===== config.mk =====
export PLATFORM = sky130hd
export DESIGN_NAME = univ_shift_reg
export DESIGN_NICKNAME = d
export VERILOG_FILES = /design/src/rtl/univ_shift_reg.sv
export SDC_FILE = /design/constraint.sdc
export NUM_CORES = 1
export LEC_CHECK = 0
export ABC_CLOCK_PERIOD_IN_PS = 1700
export CAP_MARGIN = 20
export CELL_PAD_IN_SITES_DETAIL_PLACEMENT = 0
export CELL_PAD_IN_SITES_GLOBAL_PLACEMENT = 1
export CORE_ASPECT_RATIO = 0.7
export CORE_MARGIN = 3
export CORE_UTILIZATION = 29
export CTS_CLUSTER_DIAMETER = 200
export DETAILED_ROUTE_END_ITERATION = 12
export PLACE_DENSITY_LB_ADDON = 0.1
export SYNTH_ARGS = -nofsm -noshare
export SYNTH_HDL_FRONTEND = slang
export SYNTH_SLANG_ARGS = --single-unit

===== constraint.sdc =====
create_clock -name clk -period 1.7 [get_ports clk]
set_input_delay 0.34 -clock clk [delete_from_list [all_inputs] [get_ports clk]]
set_output_delay 0.34 -clock clk [all_outputs]
set_load 0.01 [all_outputs]

===== src/rtl/univ_shift_reg.sv =====
// ============================================================================
// Module   : univ_shift_reg
// Purpose  : Parametrised universal shift register. It supports hold,
//            right shift, left shift and parallel load, with serial and
//            parallel outputs. A shared shift counter pulses word_done on
//            every WIDTH-th shift so serial-link logic can frame words.
// Options  : UNIV_SR_ROTATE_EN adds the 'rot' input. When rot=1, modes 01
//            and 10 rotate instead of taking the serial inputs.
// Revision : 1.0 - initial release
// ============================================================================
`default_nettype none

module univ_shift_reg #(
    parameter int               WIDTH     = 8,
    parameter logic [WIDTH-1:0] RESET_VAL = '0
) (
    input  logic                         clk,
    input  logic                         reset,      // asynchronous, active-low
    input  logic                         en,
    input  logic [1:0]                   mode,
    input  logic                         din_sr,
    input  logic                         din_sl,
    input  logic [WIDTH-1:0]             pdin,
`ifdef UNIV_SR_ROTATE_EN
    input  logic                         rot,
`endif
    output logic                         dout_r,
    output logic                         dout_l,
    output logic [WIDTH-1:0]             pdout,
    output logic [$clog2(WIDTH+1)-1:0]   shift_cnt,
    output logic                         word_done
);

    localparam int             CW      = $clog2(WIDTH + 1);
    localparam logic [CW-1:0]  CNT_MAX = CW'(WIDTH - 1);

    localparam logic [1:0] MODE_HOLD  = 2'b00;
    localparam logic [1:0] MODE_SHR   = 2'b01;
    localparam logic [1:0] MODE_SHL   = 2'b10;
    localparam logic [1:0] MODE_LOAD  = 2'b11;

    logic [WIDTH-1:0] q_q, q_d;
    logic [CW-1:0]    cnt_q, cnt_d;
    logic             wd_q, wd_d;

    // Bits entering the register at each end. Rotation feeds back the bit
    // that leaves the opposite end, so the serial inputs are ignored.
    logic w_in_right;   // enters the MSB on a right shift
    logic w_in_left;    // enters the LSB on a left shift
    logic w_shift;      // this cycle performs a counted shift or rotation

`ifdef UNIV_SR_ROTATE_EN
    assign w_in_right = rot ? q_q[0]       : din_sr;
    assign w_in_left  = rot ? q_q[WIDTH-1] : din_sl;
`else
    assign w_in_right = din_sr;
    assign w_in_left  = din_sl;
`endif

    // Next-state logic: the mode selects the data path. Shifts advance the
    // word counter, and a load discards any partial count.
    always_comb begin
        q_d     = q_q;
        cnt_d   = cnt_q;
        wd_d    = 1'b0;
        w_shift = 1'b0;
        if (en) begin
            case (mode)
                MODE_SHR: begin
                    q_d     = {w_in_right, q_q[WIDTH-1:1]};
                    w_shift = 1'b1;
                end
                MODE_SHL: begin
                    q_d     = {q_q[WIDTH-2:0], w_in_left};
                    w_shift = 1'b1;
                end
                MODE_LOAD: begin
                    q_d   = pdin;
                    cnt_d = '0;
                end
                MODE_HOLD: begin
                end
                default: begin
                end
            endcase
        end
        if (w_shift) begin
            if (cnt_q == CNT_MAX) begin
                cnt_d = '0;
                wd_d  = 1'b1;
            end else begin
                cnt_d = cnt_q + 1'b1;
            end
        end
    end

    // State registers. The reset takes effect asynchronously.
    always_ff @(posedge clk or negedge reset) begin
        if (!reset) begin
            q_q   <= RESET_VAL;
            cnt_q <= '0;
            wd_q  <= 1'b0;
        end else begin
            q_q   <= q_d;
            cnt_q <= cnt_d;
            wd_q  <= wd_d;
        end
    end

    assign pdout     = q_q;
    assign dout_r    = q_q[0];
    assign dout_l    = q_q[WIDTH-1];
    assign shift_cnt = cnt_q;
    assign word_done = wd_q;

endmodule

`default_nettype wire


# [Yosys cells after proc, flatten, opt, wreduce, memory -nomap -nowiden]
# Cells that the tools add are included.
[word_totals] reg_bits=13 elab_cells=23
[op_classes] n_mux=9 add_sub_neg=1 n_reduce_logical=6 n_eq_ne=4
[op_table] operator="8-bit one-hot mux with 3 select lines" n=1
[op_table] operator="4-bit two-way mux" n=4
[op_table] operator="4-bit by 1-bit adder with 4-bit output (second input constant)" n=1
[op_table] operator="2-bit == test (second input constant)" n=2
[op_table] operator="4-bit by 3-bit == test with 1-bit output (second input constant)" n=1
[op_table] operator="1-bit two-way mux" n=4
[op_table] operator="2-bit AND reduction" n=2
[op_table] operator="2-bit nonzero test" n=2
[op_table] operator="3-bit nonzero test" n=1
[op_table] operator="2-bit by 1-bit == test with 1-bit output (second input constant)" n=1
[op_table] operator="2-bit OR reduction" n=1

# [Longest topological paths before layout]
# Gate-level depths: netlist of the first run.
[logic_depth] ltp_word=6 ltp_mapped=6

# [Worst setup path after synthesis of the first run]
# No wires, ideal clock.
[synth_timing] path_kind="input-to-reg" start="input mode[0]" end="register cnt_q[3], in the netlist shift_cnt[3]" arrival_ns=1.314 setup_time_ns=0.069 path_slack_ns=0.317 stages=5 cell_sequence="inv_1 -> ha_1 -> nand2_2 -> or4_1 -> nand3_1"
[synth_between] elab_chain_cells=6
[synth_lines] item="from (decl)" line_no="20" source="input logic [1:0] mode,"
[synth_lines] item="2-bit == test / 2-bit by 1-bit == test with 1-bit output (equally long branches)" line_no="68" source="case (mode)"
[synth_lines] item="2-bit OR reduction (no source line)"
[synth_lines] item="1-bit two-way mux" line_no="68"
[synth_lines] item="1-bit two-way mux" line_no="67" source="if (en) begin"
[synth_lines] item="2-bit nonzero test (no source line)"
[synth_lines] item="2-bit AND reduction (no source line)"
[synth_lines] item="to (signal assigned)" line_no="105" source="cnt_q <= cnt_d;"
[synth_lines] item="to (decl)" line_no="43" source="logic [CW-1:0] cnt_q, cnt_d;"
# Several ways; a longest one is shown, not always the timed one.
# A chain may end at the register's enable or synchronous reset.

# [Final worst setup path of the first run]
[layout_timing] start="register cnt_q[3], in the netlist shift_cnt[3]" end="output shift_cnt[3]"
[layout_rtl] item="to (decl)" line_no="30" source="output logic [$clog2(WIDTH+1)-1:0] shift_cnt,"
# No word-level cell between the ends.

==> results_tabular.tex, run 1 <==
\begin{tabular}{lr}
\hline
Metric & Value \\
\hline
\multicolumn{2}{l}{\textbf{Placement}} \\
\quad Global placement routability congestion & $\sim$0.73 \\
\quad Number of port buffers & 29 \\
\quad Total half-perimeter wirelength after legalization and detailed placement & 1.35 mm \\
\multicolumn{2}{l}{\textbf{Power}} \\
\quad Leakage power & about 0.48 nW \\
\quad Ratio of total power to cell area & 1040 nW/um\^{}2 \\
\quad Power Total & 1.14 mW \\
\quad Max VDD drop & between 0.4 and 0.5 mV \\
\multicolumn{2}{l}{\textbf{Synthesis}} \\
\quad Cell Area, Synth & approximately 700 sq um \\
\quad Warning count from the yosys run & 0 \\
\quad Syn nets & 94 \\
\quad Avg Synthesized Cell Area & roughly 9.3 sq um \\
\quad Part of the Yosys area used for sequential elements & 0.465 \\
\quad Number of instances in the synthesized netlist & between 70 and 80 \\
\quad Number of register bits inferred by synthesis & 13 \\
\quad Distinct cell type count of the synthesized netlist & 20 \\
\multicolumn{2}{l}{\textbf{Worst setup path}} \\
\quad Logic depth of the worst register-to-register path & 3 \\
\quad R2r startpoint & shift\_cnt[0] \\
\quad Required @ worst endpoint & 1.36 ns \\
\quad Slowest-stage cell, CP & sky130\_fd\_sc\_hd\_\_clkdlybuf4s50\_1 \\
\quad Worst path cell trace & clkdlybuf4s50\_1 \\
\quad Stage delay of the slowest cell on the critical path & $\sim$0.57 ns \\
\quad CP Data Arrival Time & 1.29 ns \\
\quad Type of element launching the critical path & flip-flop \\
\quad Kind of end point of the critical path & output pin \\
\quad Crit Path Category & reg -> out \\
\quad Worst Path Buf+Inv & 1 \\
\quad RR Endpoint & shift\_cnt[3] \\
\quad Worst Path Max Fanout & 6 \\
\quad Worst path top cell family by delay & buffers and inverters \\
\quad Flop-to-flop setup slack & approximately 0.36 ns \\
\multicolumn{2}{l}{\textbf{STA}} \\
\quad Final Setup Violations & 0 \\
\quad Worst rel slew slack & 0.750 \\
\quad Final Hold Fails & 0 \\
\quad Final count of pins violating max slew & 0 \\
\quad Setup repair after global routing missed its margin & no \\
\quad Post-route clock period utilization & 0.961 \\
\quad Post-layout minimum cycle time & about 1.6 ns \\
\quad Slew @ Worst Pin & between 0.3 and 0.4 ns \\
\quad Clk\_skew & slightly above 0.01 ns \\
\quad Achievable clock frequency & about 0.61 GHz \\
\multicolumn{2}{l}{\textbf{Global routing}} \\
\quad Largest net degree at the start of global routing & 14 \\
\quad Antenna violations before repair & 0 \\
\quad Vias in the first global route & approximately 630 \\
\quad Total overflow reported by the global router & 0 \\
\quad Global-route wire length before repair & 2.92 mm \\
\quad Total Routing Usage GR & 0.130 \\
\multicolumn{2}{l}{\textbf{Flow run}} \\
\quad Max-cap violations & 0 \\
\multicolumn{2}{l}{\textbf{Layout}} \\
\quad Fillers & 228 \\
\quad Core utilization of the finished layout & 0.493 \\
\quad Net count reported at finish & roughly 130 \\
\quad Share of post-route cells with drive strength above 1 & 0.125 \\
\quad Layout-stage area growth over the synthesis result & 56.7\% \\
\quad Antenna cell count & 0 \\
\multicolumn{2}{l}{\textbf{Floorplanning}} \\
\quad Initial cell density of the core & 0.314 \\
\quad Die ar. & a little over 3000 sq um \\
\quad Die extent in x & between 60 and 70 um \\
\quad Std-Cell Rows & 14 \\
\quad Overall die height & $\sim$47 um \\
\quad \# IOs & 30 \\
\quad Core ar. & 2220 sq um \\
\multicolumn{2}{l}{\textbf{Min path}} \\
\quad Tightest Hold Check Type & in -> async \\
\multicolumn{2}{l}{\textbf{CTS}} \\
\quad Number of gates given a new drive strength after cts & 0 \\
\quad CTS root buffer & sky130\_fd\_sc\_hd\_\_clkbuf\_4 \\
\quad Hold buffers post-CTS & 0 \\
\quad CTS H-tree lvls & 1 \\
\quad Clock transition at the register clock pins on the worst setup and hold paths after CTS & roughly 0.090 ns \\
\quad Number of CTS-inserted buffers & 3 \\
\quad Count of buffers added by post-CTS timing repair for setup & 0 \\
\quad Clock tree from TritonCTS & built \\
\quad CTS Buffer Depth & 2 \\
\quad \# clock sinks & 13 \\
\quad Later-pin clock latency in the skew report & approximately 0.28 ns \\
\multicolumn{2}{l}{\textbf{Drt}} \\
\quad Final Routed Wirelength & 1.74 mm \\
\quad DRC Markers & 0 \\
\quad Via-to-Cell Ratio & approximately 4.6 \\
\quad WL/cell & around 12 um \\
\quad Antenna violation net count after detailed routing & 0 \\
\quad 1st-iter DRT viols & 18 \\
\quad Vias & between 600 and 700 \\
\quad First-pass iteration count of the detailed router & 4 \\
\multicolumn{2}{l}{\textbf{Run status}} \\
\quad Result of the run & complete, no violations \\
\hline
\end{tabular}
==> per-stage QoR <==
| stage | worst slack, ns | cell area, sq um | hold WS (ns) | instances | TNS, ns |
|---|---|---|---|---|---|
| floorplan | 0.317 | 699 | 0.0444 | 75 | 0 |
| global placement | -0.179 | 1070 | 0.508 | 140 | -1.13 |
| detailed placement | -0.214 | 1070 | 0.521 | 140 | -1.30 |
| CTS | 0.0506 | 1100 | 0.360 | 144 | 0 |
| global route | 0.00978 | 1100 | 0.382 | 144 | 0 |
| finish | 0.0659 | 1100 | 0.356 | 144 | 0 |
==> cell usage after synthesis, drive strengths merged <==
master | n | area (sq um)
inv | 3 | 11.3
ha | 4 | 50.1
or4 | 1 | 7.51
nand2b | 1 | 6.26
dfrtp | 13 | 325
o31ai | 1 | 7.51
nor3 | 1 | 5.00
buf | 3 | 20.0
o21ai | 10 | 50.1
a22o | 9 | 78.8
clkbuf | 2 | 7.51
a21oi | 8 | 40.0
a32o | 1 | 10.0
nand3b | 1 | 7.51
nand2 | 12 | 47.6
nor2 | 2 | 10.0
nand3 | 3 | 15.0
==> placed cells by master, fill, tap and decap left out <==
cell,count
sky130_fd_sc_hd__nand2_1,11
sky130_fd_sc_hd__a32o_1,1
sky130_fd_sc_hd__ha_1,4
sky130_fd_sc_hd__dfrtp_1,13
sky130_fd_sc_hd__buf_4,9
sky130_fd_sc_hd__a22o_1,9
sky130_fd_sc_hd__nand3_1,3
sky130_fd_sc_hd__clkbuf_4,3
sky130_fd_sc_hd__nand3b_1,1
sky130_fd_sc_hd__nand2_2,1
sky130_fd_sc_hd__o31ai_1,1
sky130_fd_sc_hd__a21oi_1,8
sky130_fd_sc_hd__nand2b_1,1
sky130_fd_sc_hd__inv_1,3
sky130_fd_sc_hd__or4_1,1
sky130_fd_sc_hd__nor3_1,1
sky130_fd_sc_hd__clkdlybuf4s50_1,29
sky130_fd_sc_hd__nor2_2,1
sky130_fd_sc_hd__o21ai_0,10
sky130_fd_sc_hd__nor2_1,1
sky130_fd_sc_hd__clkbuf_1,1
==> registers in the layout, indices dropped and copies added, names as in the netlist <==
signal	cells
shift_cnt	4
pdout	8
word_done	1
==> final cells by class <==
cell class | count | area, sq um | share of cell area
timing repair buffer | 38 | 358 | 0.326
multi-input combinational | 54 | 335 | 0.306
sequential | 13 | 325 | 0.297
tap | 32 | 40.0 | 0.0365
clock buffer | 4 | 26.3 | 0.0240
inverter | 3 | 11.3 | 0.0103
==> power by group <==
part | leakage [nW] | switching, mW | internal [mW]
sequential | 0.165 | 0.0981 | 0.388
combinational | 0.297 | 0.175 | 0.275
clock | 0.0150 | 0.110 | 0.0911
total | 0.477 | 0.384 | 0.754
==> logic make-up (layout without fill, tap and decap cells) <==
logic type | count (synthesis) | after routing | share of synthesized area
simple gates | 21 | 21 | 0.141
flops | 13 | 13 | 0.465
fa+ha+maj | 4 | 4 | 0.0716
compound gates | 29 | 29 | 0.267
buf+inv | 8 | 45 | 0.0554
==> worst max-delay path by stage <==
stage / from / to / slack [ns] / cells after the start
after global routing: shift_cnt[3] / shift_cnt[3] / 0.01 / 1
after CTS: shift_cnt[3] / shift_cnt[3] / 0.05 / 1
after detailed placement: mode[1] / shift_cnt[3] / -0.21 / 6
after floorplan: mode[0] / shift_cnt[3] / 0.32 / 5
final: shift_cnt[3] / shift_cnt[3] / 0.07 / 1
after global placement: mode[1] / shift_cnt[3] / -0.18 / 6
==> metal layers <==
layer  track usage  part of all wire  vias to the layer above
met3        0.0598             0.074                        2
met5             0                 0                        -
met1         0.180              0.52                      303
met4        0.0378            0.0075                        0
li1              -                 -                      346
met2         0.182              0.40                       17
(Power assumes the default switching activity.)
==> run 2, diff against run 1 <==
--- a/config.mk
+++ b/config.mk
@@ -5,16 +5,17 @@
 export SDC_FILE = /design/constraint.sdc
 export NUM_CORES = 1
 export LEC_CHECK = 0
-export ABC_CLOCK_PERIOD_IN_PS = 1700
+export ABC_CLOCK_PERIOD_IN_PS = 1500
 export CAP_MARGIN = 20
 export CELL_PAD_IN_SITES_DETAIL_PLACEMENT = 0
 export CELL_PAD_IN_SITES_GLOBAL_PLACEMENT = 1
 export CORE_ASPECT_RATIO = 0.7
 export CORE_MARGIN = 3
-export CORE_UTILIZATION = 29
+export CORE_UTILIZATION = 26
 export CTS_CLUSTER_DIAMETER = 200
 export DETAILED_ROUTE_END_ITERATION = 12
 export PLACE_DENSITY_LB_ADDON = 0.1
 export SYNTH_ARGS = -nofsm -noshare
 export SYNTH_HDL_FRONTEND = slang
 export SYNTH_SLANG_ARGS = --single-unit
+export TNS_END_PERCENT = 20
==> constraint.sdc (replaced) <==
create_clock -name clk -period 1.5 [get_ports clk]
set_input_delay 0.3 -clock clk [delete_from_list [all_inputs] [get_ports clk]]
set_output_delay 0.3 -clock clk [all_outputs]
set_load 0.01 [all_outputs]
==> run 2 against run 1 <==
Cell count rose by 0.69%. Utilization fell by 3.7 points. Critical endpoint unchanged. Worst setup slack improved by 0.0096 ns. Wire length rose by 8.1%. Worst hold slack improved by 0.0095 ns. Largest power group unchanged. Total power rose by 20%. Clock-buffer cell count did not move.
==> results_tabular.tex, run 2 (synthesis gave the netlist of run 1 again) <==
\begin{tabular}{lr}
\hline
Metric & Value \\
\hline
\multicolumn{2}{l}{\textbf{Worst setup path}} \\
\quad Launching element of the worst setup path & shift\_cnt[3] \\
\quad Crit Path Category & reg -> out \\
\quad R2r startpoint & shift\_cnt[0] \\
\quad Worst path top cell family by delay & buffers and inverters \\
\quad Worst Path Buf+Inv & 1 \\
\quad Required @ worst endpoint & around 1.2 ns \\
\quad CP Data Arrival Time & around 1.1 ns \\
\quad Kind of end point of the critical path & output pin \\
\quad Type of element launching the critical path & flip-flop \\
\quad Slowest-stage cell, CP & sky130\_fd\_sc\_hd\_\_clkdlybuf4s50\_1 \\
\quad Worst path cell trace & clkdlybuf4s50\_1 \\
\quad Flop-to-flop setup slack & 0.11 ns \\
\quad Stage delay of the slowest cell on the critical path & approximately 0.54 ns \\
\quad Worst Path Max Fanout & 2 \\
\multicolumn{2}{l}{\textbf{STA}} \\
\quad Final Hold Fails & 0 \\
\quad Clk\_skew & 0.00235 ns \\
\quad Final count of pins violating max slew & 0 \\
\quad Post-route clock period utilization & 0.950 \\
\quad Slew @ Worst Pin & between 0.2 and 0.25 ns \\
\quad Final Setup Violations & 0 \\
\quad Post-layout minimum cycle time & approximately 1.4 ns \\
\quad Total Negative Setup Slacks & 0 ns \\
\quad Achievable clock frequency & 0.702 GHz \\
\quad Post-Route Hold Slack & about 0.37 ns \\
\quad Worst rel slew slack & 0.846 \\
\quad Setup repair after global routing missed its margin & no \\
\quad Worst setup slack after layout & around 0.076 ns \\
\multicolumn{2}{l}{\textbf{Layout}} \\
\quad Commonest non-fill, non-tap cells in the layout & sky130\_fd\_sc\_hd\_\_clkdlybuf4s50\_1 (14), sky130\_fd\_sc\_hd\_\_dfrtp\_1 (13), sky130\_fd\_sc\_hd\_\_nand2\_1 (11), sky130\_fd\_sc\_hd\_\_o21ai\_0 (10) \\
\quad Fillers & $\sim$270 \\
\quad Final Instance Count excl. Fillers & 145 \\
\quad Most frequent standard cell in the layout excluding fill and tap cells & sky130\_fd\_sc\_hd\_\_clkdlybuf4s50\_1 \\
\quad Antenna cell count & 0 \\
\quad Net count reported at finish & 131 \\
\quad Share of post-route cells with drive strength above 1 & 0.144 \\
\quad Layout-stage area growth over the synthesis result & 63.9\% \\
\quad Flip-flop count of the largest register, all copies and words added & 8 \\
\multicolumn{2}{l}{\textbf{Floorplanning}} \\
\quad Std-Cell Rows & 15 \\
\quad Die extent in x & about 70 um \\
\quad Initial cell density of the core & 0.278 \\
\quad Overall die height & around 49 um \\
\quad Core ar. & about 2500 sq um \\
\quad \# IOs & 30 \\
\quad Die ar. & 3360 sq um \\
\multicolumn{2}{l}{\textbf{Min path}} \\
\quad Tightest Hold Check Type & in -> async \\
\multicolumn{2}{l}{\textbf{Run status}} \\
\quad Result of the run & complete, no violations \\
\multicolumn{2}{l}{\textbf{Drt}} \\
\quad Final Routed Wirelength & 1.88 mm \\
\quad DRC Markers & 0 \\
\quad 1st-iter DRT viols & 60 \\
\quad Via-to-Cell Ratio & about 4.7 \\
\quad First-pass iteration count of the detailed router & 4 \\
\quad WL/cell & around 13 um \\
\quad Antenna violation net count after detailed routing & 0 \\
\quad Vias & around 680 \\
\multicolumn{2}{l}{\textbf{Flow run}} \\
\quad Max-cap violations & 0 \\
\multicolumn{2}{l}{\textbf{Global routing}} \\
\quad Largest net degree at the start of global routing & 17 \\
\quad Global-route wire length before repair & between 3 and 4 mm \\
\quad Vias in the first global route & between 600 and 700 \\
\quad Antenna violations before repair & 0 \\
\quad Total overflow reported by the global router & 0 \\
\quad Total Routing Usage GR & 0.128 \\
\multicolumn{2}{l}{\textbf{CTS}} \\
\quad Later-pin clock latency in the skew report & around 0.24 ns \\
\quad CTS H-tree lvls & 1 \\
\quad Number of CTS-inserted buffers & 3 \\
\quad Clock transition at the register clock pins on the worst setup and hold paths after CTS & around 0.06 ns \\
\quad CTS root buffer & sky130\_fd\_sc\_hd\_\_clkbuf\_8 \\
\quad Hold buffers post-CTS & 0 \\
\quad CTS Buffer Depth & 2 \\
\quad Clock tree from TritonCTS & built \\
\quad \# clock sinks & 13 \\
\multicolumn{2}{l}{\textbf{Power}} \\
\quad Net switching power of the design & between 400 and 500 uW \\
\quad Internal power of the cells & just over 900 uW \\
\quad Leakage power & about 0.58 nW \\
\quad Switching Fraction & 0.331 \\
\quad Max VDD drop & 0.519 mV \\
\quad Reg power frac & 0.393 \\
\quad Proportion of power drawn by combinational gates & 0.376 \\
\quad Clock share of power & 0.231 \\
\quad Ratio of total power to cell area & 1190 nW/um\^{}2 \\
\multicolumn{2}{l}{\textbf{Placement}} \\
\quad Total half-perimeter wirelength after legalization and detailed placement & between 1 and 1.5 mm \\
\quad Post-Place Setup Slack & -0.393 ns \\
\quad Placed insts & between 100 and 150 \\
\quad Number of port buffers & 29 \\
\quad Global placement routability congestion & 0.704 \\
\hline
\end{tabular}
run 2: path summary, 6_finish.rpt:
check,endpoint,cells after the start
min in group clk,pdout[0],2
min reg2reg,pdout[0],2
max,shift_cnt[3],1
max in group asynchronous,pdout[6],2
max reg2reg,shift_cnt[3],3
min,pdout[2],2
run 2: power groups by stage:
stage | logic [mW] | clock network [mW] | registers, mW
2_1_floorplan | 0.187 | 0 | 0.579
3_3_place_gp | 0.548 | 0 | 0.546
3_5_place_dp | 0.553 | 0 | 0.547
4_1_cts | 0.527 | 0.323 | 0.539
5_1_grt | 0.567 | 0.349 | 0.558
6_report | 0.514 | 0.316 | 0.538
run 2: metrics by stage:
step	util	instance area (sq um)	total power, mW
after floorplan	-	699	0.766
after global placement	0.428	1080	1.09
after detailed placement	0.428	1080	1.10
after CTS	0.450	1130	1.39
after global routing	0.456	1150	1.47
final	0.456	1150	1.37
run 2: repair_timing:
action,in CTS,in global routing
resized for setup,13,6
setup buffers,0,0
endpoints found under the setup margin,17,6
run 2: cell type report:
class                           instances  area [sq um]  share of cell area
Timing Repair Buffer                   37           367               0.320
Multi-Input combinational cell         54           355               0.310
Sequential cell                        13           325               0.284
Clock buffer                            4          45.0              0.0393
Tap cell                               34          42.5              0.0371
Inverter                                3          11.3             0.00983
run 2: layer usage:
layer / GRT usage / up-vias / share of wire
met5: 0 / - / 0
met4: 0.0396 / 0 / 0.0053
met3: 0.0530 / 2 / 0.074
met2: 0.165 / 20 / 0.42
met1: 0.188 / 311 / 0.50
li1: - / 344 / -
==> run 3, diff against run 2 <==
--- a/config.mk
+++ b/config.mk
@@ -10,7 +10,6 @@
 export CELL_PAD_IN_SITES_DETAIL_PLACEMENT = 0
 export CELL_PAD_IN_SITES_GLOBAL_PLACEMENT = 1
 export CORE_ASPECT_RATIO = 0.7
-export CORE_MARGIN = 3
 export CORE_UTILIZATION = 26
 export CTS_CLUSTER_DIAMETER = 200
 export DETAILED_ROUTE_END_ITERATION = 12
==> run 3 against run 2 <==
Sequential power shrank 1%. Largest power group is now combinational logic. Critical path depth unchanged. First-iteration DRC count is 78% lower. Register-to-register slack got worse by 0.03 ns. Worst hold slack about the same. Fmax down 3.2%. Die area is 14% lower. Clock skew decreased by 0.0019 ns. Via count is 0.30% lower.
==> results_tabular.tex, run 3 (synthesis gave the netlist of run 1 again) <==
\begin{tabular}{lr}
\hline
Metric & Value \\
\hline
\multicolumn{2}{l}{\textbf{CTS}} \\
\quad \# clock sinks & 13 \\
\quad Number of CTS-inserted buffers & 3 \\
\quad Clock tree from TritonCTS & built \\
\quad CTS Buffer Depth & 2 \\
\quad Clock transition at the register clock pins on the worst setup and hold paths after CTS & about 0.060 ns \\
\quad CTS H-tree lvls & 1 \\
\quad Later-pin clock latency in the skew report & $\sim$0.24 ns \\
\quad CTS root buffer & sky130\_fd\_sc\_hd\_\_clkbuf\_8 \\
\multicolumn{2}{l}{\textbf{Layout}} \\
\quad Antenna cell count & 0 \\
\quad Share of post-route cells with drive strength above 1 & 0.175 \\
\quad Area of all placed cells without fillers & around 1200 sq um \\
\quad Most frequent standard cell in the layout excluding fill and tap cells & sky130\_fd\_sc\_hd\_\_clkdlybuf4s50\_1 \\
\quad Layout-stage area growth over the synthesis result & 66.5\% \\
\quad Final Instance Count excl. Fillers & $\sim$150 \\
\quad Flip-flop count of the largest register, all copies and words added & 8 \\
\quad Net count reported at finish & about 130 \\
\quad Commonest non-fill, non-tap cells in the layout & sky130\_fd\_sc\_hd\_\_clkdlybuf4s50\_1 (16), sky130\_fd\_sc\_hd\_\_dfrtp\_1 (13), sky130\_fd\_sc\_hd\_\_nand2\_1 (11), sky130\_fd\_sc\_hd\_\_o21ai\_0 (10), sky130\_fd\_sc\_hd\_\_buf\_4 (10) \\
\quad Fillers & about 240 \\
\multicolumn{2}{l}{\textbf{Worst setup path}} \\
\quad Worst Path Max Fanout & 4 \\
\quad Logic depth of the worst register-to-register path & 4 \\
\quad Slowest-stage cell, CP & sky130\_fd\_sc\_hd\_\_clkdlybuf4s50\_1 \\
\quad Worst path cell trace & clkdlybuf4s50\_1 \\
\quad Type of element launching the critical path & flip-flop \\
\quad Crit Path Category & reg -> out \\
\quad Required @ worst endpoint & approximately 1.2 ns \\
\quad Worst Path Buf+Inv & 1 \\
\quad Stages on the worst setup path & 1 \\
\quad Stage delay of the slowest cell on the critical path & 0.55 ns \\
\quad Worst path top cell family by delay & buffers and inverters \\
\quad Kind of end point of the critical path & output pin \\
\quad CP Data Arrival Time & about 1.2 ns \\
\multicolumn{2}{l}{\textbf{Drt}} \\
\quad 1st-iter DRT viols & 13 \\
\quad WL/cell & roughly 13 um \\
\quad First-pass iteration count of the detailed router & 4 \\
\quad DRC Markers & 0 \\
\quad Final Routed Wirelength & between 1.5 and 2 mm \\
\quad Via-to-Cell Ratio & roughly 4.6 \\
\quad Vias & 675 \\
\quad Antenna violation net count after detailed routing & 0 \\
\multicolumn{2}{l}{\textbf{STA}} \\
\quad Setup repair after global routing missed its margin & no \\
\quad Worst rel slew slack & 0.858 \\
\quad Slew @ Worst Pin & between 0.2 and 0.25 ns \\
\quad Post-route clock period utilization & 0.981 \\
\quad Final Setup Violations & 0 \\
\quad Post-layout minimum cycle time & 1.47 ns \\
\quad Clk\_skew & $\sim$0.00046 ns \\
\quad Achievable clock frequency & about 0.68 GHz \\
\quad Final Hold Fails & 0 \\
\quad Final count of pins violating max slew & 0 \\
\multicolumn{2}{l}{\textbf{Global routing}} \\
\quad Total Routing Usage GR & 0.141 \\
\quad Total overflow reported by the global router & 0 \\
\quad Antenna violations before repair & 0 \\
\quad Global-route wire length before repair & $\sim$3.0 mm \\
\quad Largest net degree at the start of global routing & 17 \\
\quad Vias in the first global route & $\sim$600 \\
\multicolumn{2}{l}{\textbf{Floorplanning}} \\
\quad Std-Cell Rows & 15 \\
\quad Core ar. & roughly 2500 sq um \\
\quad Initial cell density of the core & 0.280 \\
\quad Die ar. & just under 3000 sq um \\
\quad \# IOs & 30 \\
\quad Die extent in x & between 60 and 70 um \\
\quad Overall die height & 45.4 um \\
\multicolumn{2}{l}{\textbf{Min path}} \\
\quad Tightest Hold Check Type & in -> async \\
\multicolumn{2}{l}{\textbf{Placement}} \\
\quad Post-detailed-placement cell area & 1090 sq um \\
\quad Number of port buffers & 29 \\
\quad Global placement routability congestion & approximately 0.74 \\
\quad Placed insts & about 140 \\
\multicolumn{2}{l}{\textbf{Power}} \\
\quad Ratio of total power to cell area & 1200 nW/um\^{}2 \\
\quad Leakage power & 0.582 nW \\
\quad Power Total & 1.40 mW \\
\quad Max VDD drop & about 0.50 mV \\
\multicolumn{2}{l}{\textbf{Flow run}} \\
\quad Max-cap violations & 0 \\
\multicolumn{2}{l}{\textbf{Run status}} \\
\quad Result of the run & complete, no violations \\
\hline
\end{tabular}
## run 3: area by class of cell
class | count | area, sq um | share of cell area
clock buffer | 4 | 45.0 | 0.0387
inverter | 3 | 11.3 | 0.00967
timing repair buffer | 40 | 388 | 0.333
tap | 34 | 42.5 | 0.0365
multi-input combinational | 54 | 353 | 0.303
sequential | 13 | 325 | 0.279
## run 3: report_power, final
part,total [mW],internal [mW],switching (mW)
Combinational,0.549,0.313,0.236
Sequential,0.532,0.441,0.0912
Clock,0.316,0.188,0.128
## run 3: worst paths after layout
| path | from | end | slack, ns |
|---|---|---|---|
| min in group clk | pdout[0] | pdout[0] | 0.53 |
| worst min-delay path | reset | pdout[0] | 0.37 |
| worst min register to register | pdout[0] | pdout[0] | 0.53 |
| worst max register to register | shift_cnt[0] | shift_cnt[3] | 0.08 |
| worst max-delay path | pdout[7] | dout_l | 0.03 |
| max in group asynchronous | reset | pdout[4] | 0.97 |
## run 3: timing repair
action / 4_1_cts / 5_1_grt
setup endpoints to repair: 15 / 7
resized for setup: 11 / 6
setup buffers: 1 / 0
hold buffers: 0 / 0
pin swaps: 0 / 0
## run 3: metrics by stage
stage | setup TNS [ns] | worst slack (ns) | utilization | hold slack [ns]
2_1_floorplan | 0 | 0.157 | - | 0.00441
3_3_place_gp | -3.08 | -0.333 | 0.438 | 0.521
3_5_place_dp | -3.44 | -0.366 | 0.438 | 0.519
4_1_cts | 0 | 0.00391 | 0.461 | 0.375
5_1_grt | 0 | 0.00284 | 0.467 | 0.398
6_report | 0 | 0.0281 | 0.467 | 0.366
## run 3: metal layers
layer  up-vias  routed length (um)  global-route usage
met1       309                1020               0.205
met2        20                 750               0.202
met3         0                  88              0.0475
met5         -                   0                   0
met4         0                   0              0.0273
li1        346                   -                   -
